`src/rtl/fetch_buffer_pkg.sv`:
```
// Shared constants and request-FSM encoding for the instruction fetch buffer.
package fetch_buffer_pkg;

    localparam int unsigned FB_WIDTH = 32;

    // All-zero instruction word presented to decode when the queue is empty.
    localparam logic [FB_WIDTH-1:0] FB_NOP = '0;

    typedef enum logic [1:0] {
        FB_IDLE = 2'd0,
        FB_WAIT = 2'd1,
        FB_DROP = 2'd2
    } fb_state_e;

endpackage

```
`src/rtl/fetch_buffer_if.sv`:
```
// Instruction-memory request/response and decode-side handshake of the fetch buffer.
interface fetch_buffer_if
    import fetch_buffer_pkg::*;
#(
    parameter int unsigned WIDTH = FB_WIDTH
) ();

    logic             imem_req;
    logic [WIDTH-3:0] imem_addr;
    logic             imem_ack;
    logic [WIDTH-1:0] imem_data;
    logic             IsBranch;
    logic [WIDTH-3:0] BranchAddr;
    logic             stall;
    logic             valid;
    logic [WIDTH-1:0] IR;
    logic [WIDTH-3:0] PC;

    modport master (
        output imem_req, imem_addr, valid, IR, PC,
        input  imem_ack, imem_data, IsBranch, BranchAddr, stall
    );

    modport slave (
        input  imem_req, imem_addr, valid, IR, PC,
        output imem_ack, imem_data, IsBranch, BranchAddr, stall
    );

endinterface

```
`src/rtl/fb_fifo.sv`:
```
// Circular FIFO with synchronous clear; the head entry is read straight from storage.
module fb_fifo #(
    parameter int unsigned WIDTH = 62,
    parameter int unsigned DEPTH = 4
) (
    input  logic                   clk,
    input  logic                   rst,
    input  logic                   clear,
    input  logic                   push,
    input  logic                   pop,
    input  logic [WIDTH-1:0]       wdata,
    output logic [WIDTH-1:0]       rdata,
    output logic [$clog2(DEPTH):0] count,
    output logic                   full
);

    localparam int unsigned PW = $clog2(DEPTH);
    localparam int unsigned CW = PW + 1;

    logic [WIDTH-1:0] mem_q [DEPTH];
    logic [PW-1:0]    rd_ptr_q, wr_ptr_q;
    logic [CW-1:0]    count_q;
    logic             do_push, do_pop;

    assign do_push = push && !clear;
    assign do_pop  = pop && !clear && (count_q != '0);

    always_ff @(posedge clk) begin
        if (rst || clear) begin
            rd_ptr_q <= '0;
            wr_ptr_q <= '0;
            count_q  <= '0;
        end else begin
            if (do_push) wr_ptr_q <= wr_ptr_q + PW'(1);
            if (do_pop)  rd_ptr_q <= rd_ptr_q + PW'(1);
            if (do_push && !do_pop) begin
                count_q <= count_q + CW'(1);
            end else if (do_pop && !do_push) begin
                count_q <= count_q - CW'(1);
            end
        end
    end

    always_ff @(posedge clk) begin
        if (do_push) mem_q[wr_ptr_q] <= wdata;
    end

    assign rdata = mem_q[rd_ptr_q];
    assign count = count_q;
    // DEPTH is a power of two, so the count MSB alone marks a full queue.
    assign full  = count_q[PW];

endmodule

```
`src/rtl/fetch_buffer.sv`:
```
// Instruction prefetch queue: single-outstanding sequential fetch into a small {PC, IR} FIFO,
// flushed and redirected by a taken branch from EXE.
module fetch_buffer
    import fetch_buffer_pkg::*;
#(
    parameter int unsigned      WIDTH    = FB_WIDTH,
    parameter int unsigned      DEPTH    = 4,
    parameter logic [WIDTH-3:0] PC_RESET = '0
) (
    input logic            clk,
    input logic            rst,
    fetch_buffer_if.master bus
);

    localparam int unsigned AW = WIDTH - 2;
    localparam int unsigned CW = $clog2(DEPTH) + 1;

    fb_state_e           state_q, state_d;
    logic [AW-1:0]       fetch_pc_q, fetch_pc_d;
    logic [AW-1:0]       req_addr_q, req_addr_d;
    logic                push, pop, full, valid;
    logic [CW-1:0]       count;
    logic [WIDTH+AW-1:0] head;

    always_ff @(posedge clk) begin
        if (rst) begin
            state_q    <= FB_IDLE;
            fetch_pc_q <= PC_RESET;
            req_addr_q <= PC_RESET;
        end else begin
            state_q    <= state_d;
            fetch_pc_q <= fetch_pc_d;
            req_addr_q <= req_addr_d;
        end
    end

    always_comb begin
        state_d    = state_q;
        fetch_pc_d = fetch_pc_q;
        req_addr_d = req_addr_q;
        unique case (state_q)
            FB_IDLE: begin
                if (!bus.IsBranch && !full) begin
                    state_d    = FB_WAIT;
                    req_addr_d = fetch_pc_q;
                end
            end
            FB_WAIT: begin
                if (bus.imem_ack) begin
                    state_d = FB_IDLE;
                    if (!bus.IsBranch) fetch_pc_d = fetch_pc_q + AW'(1);
                end else if (bus.IsBranch) begin
                    state_d = FB_DROP;
                end
            end
            FB_DROP: begin
                if (bus.imem_ack) state_d = FB_IDLE;
            end
            default: state_d = FB_IDLE;
        endcase
        // The redirect target wins everywhere; in DROP it is the only thing that changes.
        if (bus.IsBranch) fetch_pc_d = bus.BranchAddr;
    end

    always_comb begin
        valid         = (count != '0);
        push          = (state_q == FB_WAIT) && bus.imem_ack && !bus.IsBranch;
        pop           = valid && !bus.stall && !bus.IsBranch;
        bus.imem_req  = (state_q != FB_IDLE);
        bus.imem_addr = req_addr_q;
        bus.valid     = valid;
        bus.IR        = valid ? head[WIDTH-1:0] : WIDTH'(FB_NOP);
        bus.PC        = valid ? head[WIDTH+AW-1:WIDTH] : '0;
    end

    fb_fifo #(
        .WIDTH(WIDTH + AW),
        .DEPTH(DEPTH)
    ) u_fifo (
        .clk  (clk),
        .rst  (rst),
        .clear(bus.IsBranch),
        .push (push),
        .pop  (pop),
        .wdata({bus.imem_addr, bus.imem_data}),
        .rdata(head),
        .count(count),
        .full (full)
    );

    // Issue only happens with space left and pushes wait for that one ack, so no overflow.
    no_overflow_a: assert property (@(posedge clk) disable iff (rst) push |-> !full);

endmodule

```
`src/flat_wrapper.sv`:
```
// flat-port wrapper written by rule: the top's interface ports become plain ports
module fetch_buffer_flat import fetch_buffer_pkg::*;
#(
    parameter int unsigned      WIDTH    = FB_WIDTH,
    parameter int unsigned      DEPTH    = 4,
    parameter logic [WIDTH-3:0] PC_RESET = '0
)
  (clk, rst, bus_imem_req, bus_imem_addr, bus_valid, bus_IR, bus_PC, bus_imem_ack, bus_imem_data, bus_IsBranch, bus_BranchAddr, bus_stall);
  fetch_buffer_if #(.WIDTH(WIDTH)) bus_i ();
  input logic clk;
  input logic rst;
  output wire logic [$bits(bus_i.imem_req)-1:0] bus_imem_req;
  output wire logic [$bits(bus_i.imem_addr)-1:0] bus_imem_addr;
  output wire logic [$bits(bus_i.valid)-1:0] bus_valid;
  output wire logic [$bits(bus_i.IR)-1:0] bus_IR;
  output wire logic [$bits(bus_i.PC)-1:0] bus_PC;
  input wire logic [$bits(bus_i.imem_ack)-1:0] bus_imem_ack;
  input wire logic [$bits(bus_i.imem_data)-1:0] bus_imem_data;
  input wire logic [$bits(bus_i.IsBranch)-1:0] bus_IsBranch;
  input wire logic [$bits(bus_i.BranchAddr)-1:0] bus_BranchAddr;
  input wire logic [$bits(bus_i.stall)-1:0] bus_stall;
  assign bus_imem_req = bus_i.imem_req;
  assign bus_imem_addr = bus_i.imem_addr;
  assign bus_valid = bus_i.valid;
  assign bus_IR = bus_i.IR;
  assign bus_PC = bus_i.PC;
  assign bus_i.imem_ack = bus_imem_ack;
  assign bus_i.imem_data = bus_imem_data;
  assign bus_i.IsBranch = bus_IsBranch;
  assign bus_i.BranchAddr = bus_BranchAddr;
  assign bus_i.stall = bus_stall;
  fetch_buffer #(.WIDTH(WIDTH), .DEPTH(DEPTH), .PC_RESET(PC_RESET)) u_core (.clk(clk), .rst(rst), .bus(bus_i));
endmodule
```
`config.mk`:
```
export PLATFORM = sky130hd
export DESIGN_NAME = fetch_buffer_flat
export DESIGN_NICKNAME = d
export VERILOG_FILES = /design/src/rtl/fetch_buffer_pkg.sv /design/src/rtl/fetch_buffer_if.sv /design/src/rtl/fb_fifo.sv /design/src/rtl/fetch_buffer.sv /design/src/flat_wrapper.sv
export SDC_FILE = /design/constraint.sdc
export NUM_CORES = 1
export LEC_CHECK = 0
export BUFFER_PORTS_ARGS = -buffer_cell sky130_fd_sc_hd__buf_2
export CAP_MARGIN = 20
export CORE_MARGIN = 2
export CORE_UTILIZATION = 45
export CTS_CLUSTER_DIAMETER = 40
export CTS_CLUSTER_SIZE = 28
export DETAILED_ROUTE_END_ITERATION = 10
export PLACE_DENSITY = 0.75
export SYNTH_ARGS = -nofsm -noshare
export SYNTH_HDL_FRONTEND = slang
export SYNTH_HIERARCHICAL = 1
export SYNTH_SLANG_ARGS = --single-unit
```
`constraint.sdc`:
```
create_clock -name clk -period 3.35 [get_ports clk]
set_input_delay 0.5025 -clock clk [delete_from_list [all_inputs] [get_ports clk]]
set_output_delay 0.5025 -clock clk [all_outputs]
set_load 0.01 [all_outputs]
```
# == Word level (Yosys, flattened, before mapping) ==
# Memory sizes are Yosys's and may differ from the RTL's. A register that Yosys moved wholly into a read port is not among the register bits.
# Cells that the tools add are included.
# totals
register_bits,69
latch_bits,0
mem_bits_rw,248
mem_bits_ro,0
input_bits,67
out_inout_bits,94
word_cells,58
memories,1
# mem_list
memory,words,word_bits,rd,rd_clocked_by_memory_dff,write_ports,line,source
u_core.u_fifo.mem_q,4,62,1,1,1,fb_fifo.sv:20,logic [WIDTH-1:0] mem_q [DEPTH];
# op_classes
n_addsub,5
mul,0
div_mod_pow,0
order_cmp,0
eq_ne,5
n_shift,0
muxes,16
bitwise_logic,0
n_reduce_logical,25
# ops
operator,n
30-bit two-way mux,4
32-bit two-way mux,1
30-bit by 1-bit adder with 30-bit output (second input constant),1
2-bit two-way mux,6
1-bit logical AND,10
2-bit nonzero test,4
3-bit two-way mux,2
2-bit one-hot mux with 3 select lines,1
1-bit zero test,5
2-bit by 1-bit adder with 2-bit output (second input constant),2
2-bit AND reduction,2
3-bit by 1-bit adder with 3-bit output (second input constant),1
3-bit inequality test (second input constant),1
3-bit AND reduction,1
3-bit nonzero test,1
3-bit by 1-bit subtractor with 3-bit output (second input constant),1
2-bit by 1-bit == test with 1-bit output (second input constant),1
2-bit == test (second input constant),1
2-bit zero test,1
1-bit two-way mux,2
2-bit by 1-bit inequality test with 1-bit output (second input constant),1
2-bit inequality test (second input constant),1
1-bit logical OR,1

# == Logic depth before layout (Yosys ltp) ==
# Gate-level depths: netlist of run 1.
# logic_depth
ltp_word,8
mapped_depth,12
mapped_depth_nobuf,10

# == Hierarchy ==
# Netlist of run 1, hierarchy kept.
# by_module_without_submodules
mod,n_inst,cells_per_inst,area_each_um2,seq_area_each_um2
fb_fifo,1,370,9467.8,7627.3
fetch_buffer,1,436,3370.7,1241.2

# == Worst setup path before layout of run 1 ==
# No wires, ideal clock.
# synth_path
kind,input port to flip-flop
from,input bus_IsBranch
to,memory u_core.u_fifo.mem_q[0][0] (enable)
setup_ns,0.427
t_arrival_ns,2.660
t_required_ns,2.923
setup_slack_ns,0.264
stages,4
n_path_buf,1
path_cell_list,clkbuf_1 > nor2_1 > nor2b_1 > and2_1
# synth_via
elab_chain_cells,5
# synth_rtl
element,line,source
start: declaration,flat_wrapper.sv:19,input wire logic [$bits(bus_i.IsBranch)-1:0] bus_IsBranch;
1-bit zero test,fetch_buffer.sv:67,push = (state_q == FB_WAIT) && bus.imem_ack && !bus.IsBranch;
1-bit logical AND,fetch_buffer.sv:67,
named net u_core.push,fetch_buffer.sv:21,"logic push, pop, full, valid;"
1-bit logical AND,fb_fifo.sv:25,assign do_push = push && !clear;
named net u_core.u_fifo.do_push,fb_fifo.sv:23,"logic do_push, do_pop;"
1-bit two-way mux,fb_fifo.sv:45,if (do_push) mem_q[wr_ptr_q] <= wdata;
1-bit two-way mux (implied by the code),fb_fifo.sv:45,
end: declaration,fb_fifo.sv:20,
# The timed path passes the listed nets, and every way through them passes these cells.

==> out/metrics.csv, run 1 <==
metric;value;unit
cpPeakStageDelay;0.63;ns
synth_top_area_frac;0.580;
synth_area_leaders;edfxtp_1 (58%), dfxtp_1 (11%), mux4_2 (11%), nor2b_1 (3.1%), nand2_1 (2.3%);
ant_nets;0;
critPathMaxFanout;21;
crit_cells;4;
worst_path_dominant_cell_family;flip-flops;
r2r_start;u_core/state_q[0];
grtUsageTotal;0.177;
layout-drive-gt1-share;0.319;
path_class;flop to output port;
p_clk_frac;0.483;
hp-class;primary input to flop;
reg2regPathDepth;9;
tightest_slew;1.02;ns
rrSetupSlack;0.55;ns
p_sw;1.89;mW
core;27900;um2
intPower;7.09;mW
grt_pass1_vias;7364;
drc_errors;0;
grt_overflow;0;
area_growth;19.9;%
syn_area;12800;um2
crit_path_start_kind;flop;
syn-num-nets;880;
cts_sinks;319;
ctsResizeCount;0;
skew;0.0139;ns
avgSynthCellArea;15.9;um2
final_cells;1381;
crit_path_end_kind;output port;
pwr-share-seq;0.488;
clock_latency;0.52;ns
clk_pin_slew;0.06;ns
p_comb_frac;0.029;
p_per_area;583;nW/um2
cts_root_buf;clkbuf_16;
min_period_over_period;0.885;
fin_ws;0.384;ns
h-tree-depth;2;
die_w;173;um
cp.arrival;2.46;ns
tritoncts;yes;
port_buffers;160;
via_per_inst;5.39;
ys_warn_count;6;
netlist-cell-type-count;51;
die_h;173;um
syn_inst;806;
vias;7441;
yosysSeqAreaShare;0.691;
grt_pass1_wl;41600;um
ctsHoldBuffers;0;
wl;26700;um
post_drt_wl_per_cell;19.3;um
rsz0062_at_grt;no;
vdd_drop_max;0.376;mV
clockBufferDepth;3;
min_period;2.97;ns
path_cells;buf_4, mux4_2, nor2b_1, buf_2;
slowest_stage;dfxtp_4;
endpoint;bus_PC[20];
dp_slack;0.502;ns
diodes;0;
cts_buffers;38;
hold_viol_final;0;
status;finished clean;
grt_max_degree;64;
yosys-top-cells-count;edfxtp_1 (248), nand2_1 (77), dfxtp_1 (71);
r2r_end;u_core/u_fifo/count[2];
start_util;0.460;
finalSetupViolations;0;
yosysMostFrequentCell;edfxtp_1;
crit_required;2.85;ns
post-route-util;0.551;
boundaryPins;161;
fin_tns_setup;0;ns
die-area;29900;um2
drt-pass1-iter-count;5;
synth_top_area_cell;edfxtp_1;
drv_cap;0;
synth_seq_cells;319;
gp_congestion;0.828;
dpl_cell_area;14000;um2
async_flop_share;0;
num_rows;61;
ys.flop_type;edfxtp_1;
nets;1048;
fmax;337;MHz
maxSlewHeadroom;0.317;
postCtsSetupBuffers;0;
drv_slew;0;
synth-edff-count;248;
dp_hpwl;16900;um
place_inst;1312;
final.fill_count;2247;
finalInstanceArea;15400;um2
path_buf_inv;2;
antenna_found_initial;0;
drt_iter0_drc;560;
p_leak;5.18;nW
p_sw_frac;0.210;
==> placed cells by master, fill, tap and decap left out, types with 33 or more instances in the layout <==
master and instances:
mux4_2 60, a21oi_1 33, edfxtp_1 248, nor2b_1 63, nand2_1 77, buf_2 160, dfxtp_1 69, nor2_1 39
clkbuf_16 41
==> how the worst min path moves through the flow <==
stage,start,endpoint,slack [ns],cells past startpoint
3_5_place_dp,u_core/fetch_pc_q[29],u_core/bus.imem_addr[29],0.49,2
5_1_grt,bus_imem_data[10],u_core/u_fifo/mem_q[3][10],0.19,1
4_1_cts,bus_imem_data[1],u_core/u_fifo/mem_q[3][1],0.18,1
2_1_floorplan,u_core/fetch_pc_q[29],u_core/bus.imem_addr[29],0.45,2
6_report,bus_imem_data[1],u_core/u_fifo/mem_q[3][1],0.20,1
3_3_place_gp,u_core/fetch_pc_q[29],u_core/bus.imem_addr[29],0.48,2
==> worst reg2reg max path: cells and delay by family (launching register included) <==
family,cells,cell delay (ns)
AND/OR/NAND/NOR,4,1.21
adder cells (fa/ha/maj),2,0.62
flip-flops,1,0.53
XOR/XNOR,1,0.17
AO/OA/AOI/OAI,1,0.15
buffers and inverters,1,0.06
==> cells by family after synthesis <==
| group | count (synthesis) | synth area share |
|---|---|---|
| flip-flops | 319 | 0.691 |
| adder cells (fa/ha/maj) | 7 | 0.00741 |
| buffers and inverters | 60 | 0.0288 |
| AND/OR/NAND/NOR | 255 | 0.106 |
| multiplexers | 66 | 0.113 |
| XOR/XNOR | 18 | 0.0123 |
| AO/OA/AOI/OAI | 81 | 0.0420 |
==> sequential cells by signal (all words and copies together), names as in the netlist, named ones only <==
signal / count
u_core/u_fifo/wr_ptr_q: 2
u_core/u_fifo/rd_ptr_q: 2
u_core/state_q: 2
u_core/u_fifo/count: 3
u_core/u_fifo/mem_q: 248
u_core/bus.imem_addr: 30
u_core/fetch_pc_q: 30
==> metal layers <==
layer | wire [um] | GRT usage | share of wire | up-vias
met2 | 12400 | 0.279 | 0.46 | 259
met3 | 1660 | 0.0354 | 0.062 | 51
met5 | 0 | 0 | 0 | -
met4 | 788 | 0.0650 | 0.029 | 0
li1 | - | - | - | 3457
met1 | 11900 | 0.248 | 0.45 | 3674
==> per-stage QoR <==
| stage | total power [mW] | hold WS [ns] |
|---|---|---|
| 2_1_floorplan | 4.58 | 0.446 |
| 3_3_place_gp | 4.71 | 0.475 |
| 3_5_place_dp | 4.72 | 0.489 |
| 4_1_cts | 9.05 | 0.180 |
| 5_1_grt | 9.25 | 0.185 |
| 6_report | 8.97 | 0.199 |
==> area by class of cell <==
cell class / count / area [um2] / share of cell area
timing repair buffer: 177 / 1020 / 0.0660
clock buffer: 44 / 1040 / 0.0674
sequential: 319 / 8880 / 0.576
tap: 378 / 473 / 0.0307
multi-input combinational: 427 / 3620 / 0.235
clock inverter: 25 / 333 / 0.0216
inverter: 11 / 41.3 / 0.00268
==> power groups by stage <==
stage / Clock [mW] / Combinational, mW / Sequential [mW]
6_report: 4.34 / 0.262 / 4.37
5_1_grt: 4.58 / 0.289 / 4.38
4_1_cts: 4.41 / 0.264 / 4.37
3_5_place_dp: 0 / 0.262 / 4.46
3_3_place_gp: 0 / 0.257 / 4.45
2_1_floorplan: 0 / 0.141 / 4.44
Power figures use the tool's default switching activity.
==> inputs of run 2 (changes only) <==
--- a/config.mk
+++ b/config.mk
@@ -8,11 +8,12 @@
 export BUFFER_PORTS_ARGS = -buffer_cell sky130_fd_sc_hd__buf_2
 export CAP_MARGIN = 20
 export CORE_MARGIN = 2
-export CORE_UTILIZATION = 45
+export CORE_UTILIZATION = 40
 export CTS_CLUSTER_DIAMETER = 40
 export CTS_CLUSTER_SIZE = 28
 export DETAILED_ROUTE_END_ITERATION = 10
-export PLACE_DENSITY = 0.75
+export PLACE_DENSITY = 0.7
+export REMOVE_ABC_BUFFERS = 1
 export SYNTH_ARGS = -nofsm -noshare
 export SYNTH_HDL_FRONTEND = slang
 export SYNTH_HIERARCHICAL = 1
==> run 2 against run 1 <==
  * Register-to-register slack better by 0.07 ns
  * Count of clock-buffer cells in the layout stayed put
  * Sequential share of layout area is 0.28 points higher
  * Core utilization is 6.6 points lower
  * First-iteration DRC count is 4.5% higher
  * Wire length is 4.7% higher
  * Setup slack better by 0.021 ns
  * Maximum frequency is 0.72% higher
  * Clock skew is 0.0063 ns higher
  * Global-route usage is 1.2 points lower
  * Cell count is 1.8% higher
  * Flip-flop and latch count stayed put
  * Critical endpoint is now bus_PC[18]
==> out/metrics.csv, run 2 (synthesis results as in run 1) <==
metric;value;unit;change
r2r_start;u_core/state_q[0];;
fin_ws;0.406;ns;+0.0212 ns
gp_congestion;0.783;;-5.5%
nets;1049;;+0.095%
boundaryPins;161;;unchanged
tightest_slew;0.842;ns;-0.183 ns
fmax;340;MHz;+0.72%
grt_pass1_wl;42700;um;+2.6%
hold_ws;0.214;ns;+0.0151 ns
die_h;183;um;+5.9%
port_buffers;160;;unchanged
rsz0062_at_grt;no;;
wl_met1;12700;um;+7.2%
min_period_over_period;0.879;;-0.00632
drt_iter0_drc;585;;+4.5%
cts_buffers;38;;unchanged
drt-pass1-iter-count;4;;-1
wl;28000;um;+4.7%
dp_slack;0.566;ns;+0.0639 ns
whs_endpoint;u_core/u_fifo/mem_q[2][20];;
grt_max_degree;64;;unchanged
drv_slew;0;;unchanged
hold_viol_final;0;;unchanged
area_growth;19.3;%;
place_inst;1337;;+1.9%
cts_root_buf;clkbuf_16;;
vias;7484;;+0.58%
skew;0.0202;ns;+0.00625 ns
layout-drive-gt1-share;0.318;;-0.00131
dp_hpwl;17600;um;+4.0%
largest_reg_flops;248;;unchanged
diodes;0;;unchanged
clk_pin_slew;0.06;ns;about the same
drc_errors;0;;unchanged
p_per_area;561;nW/um2;-3.6%
critPathMaxFanout;25;;+19%
die-area;33500;um2;+12%
final_cells;1406;;+1.8%
path_class;flop to output port;;
vdd_drop_max;0.339;mV;-9.7%
wl_met2;13000;um;+4.7%
h-tree-depth;2;;unchanged
layout_common_cells;edfxtp_1 (248), buf_2 (160), nand2_1 (77);;
num_rows;65;;+6.6%
cts_sinks;319;;unchanged
start_util;0.407;;-0.0527
grtUsageTotal;0.165;;-0.0124
die_w;183;um;+5.9%
clock_latency;0.51;ns;about the same
min_path_cells;1;;unchanged
clockBufferDepth;3;;unchanged
grt_pass1_vias;7451;;+1.2%
met3_length;1770;um;+7.0%
r2r_end;u_core/u_fifo/count[2];;
hp-start;bus_imem_data[20];;
crit_path_end_kind;output port;;
crit_path_start_kind;flop;;
status;finished clean;;
min_period;2.94;ns;-0.0212 ns
crit_required;2.85;ns;about the same
antenna_found_initial;0;;unchanged
ant_nets;0;;unchanged
maxSlewHeadroom;0.439;;+0.122
post_drt_wl_per_cell;19.9;um;+2.9%
drv_cap;0;;unchanged
via_per_inst;5.32;;-1.2%
post-route-util;0.486;;-0.0656
regMostFlops;u_core/u_fifo/mem_q;;
rrSetupSlack;0.62;ns;+0.07 ns
cp.arrival;2.44;ns;-0.02 ns
p_leak;5.12;nW;-1.0%
reg2regPathDepth;9;;unchanged
final_common_cell;edfxtp_1;;
tritoncts;yes;;
ctsHoldBuffers;0;;unchanged
grt_overflow;0;;unchanged
dr.max_layer_used;met4;;
fin_tns_setup;0;ns;unchanged
core;31600;um2;+13%
ctsResizeCount;0;;unchanged
finalSetupViolations;0;;unchanged
hp-class;primary input to flop;;
postCtsSetupBuffers;0;;unchanged
-- run 2: cell types whose count changed in the layout (fill, tap and decap cells not counted) --
cell / delta
buf_12: +1
bufinv_16: -4
clkbuf_1: +1
clkbuf_16: -2
clkbuf_8: +1
clkinv_1: +1
clkinv_2: +2
clkinv_8: +2
inv_6: +3
inv_8: -4
-- run 2: power by group --
group / internal [mW] / switching, mW / leakage (nW)
registers: 4.30 / 0.0711 / 2.70
logic: 0.109 / 0.161 / 1.81
clock network: 2.30 / 1.66 / 0.610
-- run 2: cell type report --
cell class                 count  area [um2]
clock buffer                  44        1000
clock inverter                25         240
fill                        2727       16200
inverter                      11        41.3
multi-input combinational    427        3620
sequential                   319        8880
tap                          402         503
timing repair buffer         178        1040
-- run 2: layer usage --
| layer | vias to the layer above | global-route usage |
|---|---|---|
| met5 | - | 0 |
| met4 | 0 | 0.0426 |
| met3 | 37 | 0.0369 |
| met2 | 245 | 0.259 |
| met1 | 3734 | 0.235 |
| li1 | 3468 | - |
-- run 2: worst max path at each step --
| stage | from | end | slack (ns) | depth (start not counted) |
|---|---|---|---|---|
| after floorplan | u_core/u_fifo/count[0] | u_core/u_fifo/count[2] | -1.94 | 10 |
| after global placement | bus_imem_ack | u_core/u_fifo/count[2] | 0.61 | 10 |
| after detailed placement | bus_imem_ack | u_core/u_fifo/count[2] | 0.57 | 10 |
| after CTS | flop | bus_PC[18] | 0.33 | 4 |
| after global routing | flop | bus_PC[29] | 0.25 | 4 |
| final | flop | bus_PC[18] | 0.41 | 4 |
-- run 2: critical path, cell delays in order (launching register included) --
cell,delay [ns]
dfxtp_4,0.72
buf_4,0.31
mux4_2,0.51
nor2b_1,0.18
buf_2,0.20
-- run 2: stage by stage --
| stage | total power [mW] | cell area (um2) |
|---|---|---|
| finish | 8.60 | 15300 |
| global route | 8.88 | 15300 |
| CTS | 8.69 | 15300 |
| detailed placement | 4.73 | 14100 |
| global placement | 4.72 | 14100 |
| floorplan | 4.56 | 12500 |
==> inputs of run 3 (changes only) <==
--- a/config.mk
+++ b/config.mk
@@ -10,9 +10,9 @@
 export CORE_MARGIN = 2
 export CORE_UTILIZATION = 40
 export CTS_CLUSTER_DIAMETER = 40
-export CTS_CLUSTER_SIZE = 28
+export CTS_CLUSTER_SIZE = 40
 export DETAILED_ROUTE_END_ITERATION = 10
-export PLACE_DENSITY = 0.7
+export PLACE_DENSITY = 0.72
 export REMOVE_ABC_BUFFERS = 1
 export SYNTH_ARGS = -nofsm -noshare
 export SYNTH_HDL_FRONTEND = slang
==> constraint.sdc (replaced) <==
create_clock -name clk -period 2.4 [get_ports clk]
set_input_delay 0.36 -clock clk [delete_from_list [all_inputs] [get_ports clk]]
set_output_delay 0.36 -clock clk [all_outputs]
set_load 0.01 [all_outputs]
==> run 3 against run 2 <==
  * Sequential share of layout area decreased by 1.8 points
  * Register-to-register slack got worse by 0.49 ns
  * Non-clock buffer count increased by 18
  * Core utilization increased by 1.6 points
  * Via count increased by 2.6%
  * Clock power increased by 55%
  * Worst hold slack got worse by 0.16 ns
  * Combinational power increased by 51%
  * Sequential power increased by 40%
  * Critical endpoint is now bus_PC[11]
  * Highest routed layer unchanged
==> out/metrics.csv, run 3 (synthesis results as in run 1) <==
metric;value;unit;change
nets;1071;;+2.1%
clock_latency;0.53;ns;+0.02 ns
rrSetupSlack;0.13;ns;-0.49 ns
die-area;33500;um2;unchanged
min_period;2.40;ns;
finalInstanceArea;15800;um2;+3.3%
layout-drive-gt1-share;0.339;;+0.0214
p_leak;5.34;nW;+4.2%
die_w;183;um;unchanged
num_rows;65;;unchanged
ctsHoldBuffers;0;;unchanged
final_common_cell;edfxtp_1;;
grtUsageTotal;0.173;;+0.00790
die_h;183;um;unchanged
min_path_cells;1;;unchanged
dr.max_layer_used;met4;;
grt_max_degree;64;;unchanged
r2r_end;u_core/u_fifo/count[2];;
path_cells;buf_12, buf_16, mux4_2, nor2b_1, buf_2;;
drv_slew;0;;unchanged
dp_hpwl;17700;um;+0.59%
dpl_cell_area;14300;um2;+1.3%
crit_path_end_kind;output port;;
maxSlewHeadroom;0.740;;+0.301
post_drt_wl_per_cell;20.2;um;+1.5%
drt-pass1-iter-count;5;;+1
wl_met2;14100;um;+8.6%
crit_required;2.04;ns;-0.81 ns
post-route-util;0.501;;+0.0159
status;finished clean;;
layout_common_cells;edfxtp_1 (248), buf_2 (160), nand2_1 (77);;
cts_root_buf;clkbuf_16;;
core;31600;um2;unchanged
tightest_slew;0.384;ns;-0.457 ns
h-tree-depth;2;;unchanged
hp-start;bus_imem_data[27];;
hold_ws;0.0521;ns;-0.162 ns
tritoncts;yes;;
whs_endpoint;u_core/u_fifo/mem_q[2][27];;
min_period_over_period;0.998;;
reg2regPathDepth;10;;+1
area_growth;23.2;%;
antenna_found_initial;0;;unchanged
hp-class;primary input to flop;;
met3_length;1720;um;-2.8%
p_per_area;799;nW/um2;+42%
port_buffers;160;;unchanged
rsz0062_at_grt;yes;;
final.fill_count;2715;;-0.44%
finalSetupViolations;0;;unchanged
drv_cap;0;;unchanged
grt_overflow;0;;unchanged
vdd_drop_max;0.555;mV;+63%
drt_iter0_drc;607;;+3.8%
diodes;0;;unchanged
fmax;417;MHz;
largest_reg_flops;248;;unchanged
cpPeakStageDelay;0.48;ns;-0.24 ns
r2r_start;u_core/u_fifo/count[1];;
grt_pass1_vias;7805;;+4.8%
via_per_inst;5.37;;+0.80%
skew;0.0156;ns;-0.00455 ns
clk_pin_slew;0.05;ns;about the same
regMostFlops;u_core/u_fifo/mem_q;;
grt_pass1_wl;44500;um;+4.4%
gp_congestion;0.801;;+2.3%
cts_buffers;42;;+11%
slowest_stage;mux4_2;;
clockBufferDepth;3;;unchanged
wl_met1;12600;um;-1.1%
hold_viol_final;0;;unchanged
path_class;flop to output port;;
start_util;0.407;;unchanged
ant_nets;0;;unchanged
vias;7678;;+2.6%
cts_sinks;319;;unchanged
boundaryPins;161;;unchanged
cp.arrival;2.04;ns;-0.40 ns
wl;28900;um;+3.3%
drc_errors;0;;unchanged
crit_path_start_kind;flop;;
critPathMaxFanout;7;;-72%
-- run 3: cell count changes in the layout (fill, tap and decap cells not counted), sizes merged --
cell	previous run	this run
buf	178	195
bufinv	1	4
clkbuf	44	50
clkinv	15	11
clkinvlp	1	6
inv	19	17
-- run 3: worst max-delay path by stage --
stage / startpoint / end / slack, ns / cells past startpoint
after floorplan: u_core/u_fifo/count[0] / u_core/u_fifo/count[2] / -2.89 / 10
after global placement: bus_imem_ack / u_core/u_fifo/count[2] / 0.14 / 10
after detailed placement: bus_imem_ack / u_core/u_fifo/count[2] / 0.04 / 10
after CTS: flop / bus_PC[29] / -0.04 / 4
after global routing: flop / bus_PC[10] / -0.08 / 4
final: flop / bus_PC[11] / 0.004 / 5
-- run 3: report_power, final --
group	total, mW	internal, mW	switching [mW]	leakage [nW]
sequential	6.10	6.01	0.0867	2.70
clock	6.14	3.81	2.33	0.672
combinational	0.405	0.168	0.238	1.96
-- run 3: area by class of cell --
type | count | area, um2 | area share
clock buffer | 49 | 1120 | 0.0707
clock inverter | 27 | 293 | 0.0185
inverter | 11 | 41.3 | 0.00261
multi-input combinational | 427 | 3630 | 0.229
sequential | 319 | 8880 | 0.561
tap | 402 | 503 | 0.0318
timing repair buffer | 196 | 1360 | 0.0860
-- run 3: repair_timing --
action | in CTS | in global routing
endpoints found under the hold margin | 0 | 0
setup buffers | 2 | 1
gates cloned | 2 | 1
gates resized for setup | 8 | 7
endpoints found under the setup margin | 63 | 53
pin swaps | 0 | 1
-- run 3: worst max-delay path: cells and delay by family (launching register included) --
kind                   cells  cell delay, ns
muxes                      1            0.48
buffers and inverters      3            0.45
DFF                        1            0.45
and+or+nand+nor            1            0.13
-- run 3: layer usage --
metal  vias up  track usage
met3        39       0.0332
li1       3501            -
met5         -            0
met1      3892        0.234
met4         0       0.0442
met2       246        0.289
-- run 3: stage by stage --
stage | power [mW] | worst slack (ns) | TNS (ns) | cells
5_1_grt | 13.1 | -0.0801 | -1.97 | 1431
3_3_place_gp | 6.60 | 0.139 | 0 | 1349
6_report | 12.6 | 0.00400 | 0 | 1431
4_1_cts | 12.8 | -0.0403 | -0.0692 | 1429
2_1_floorplan | 6.37 | -2.89 | -310.36 | 757
3_5_place_dp | 6.61 | 0.0375 | 0 | 1349
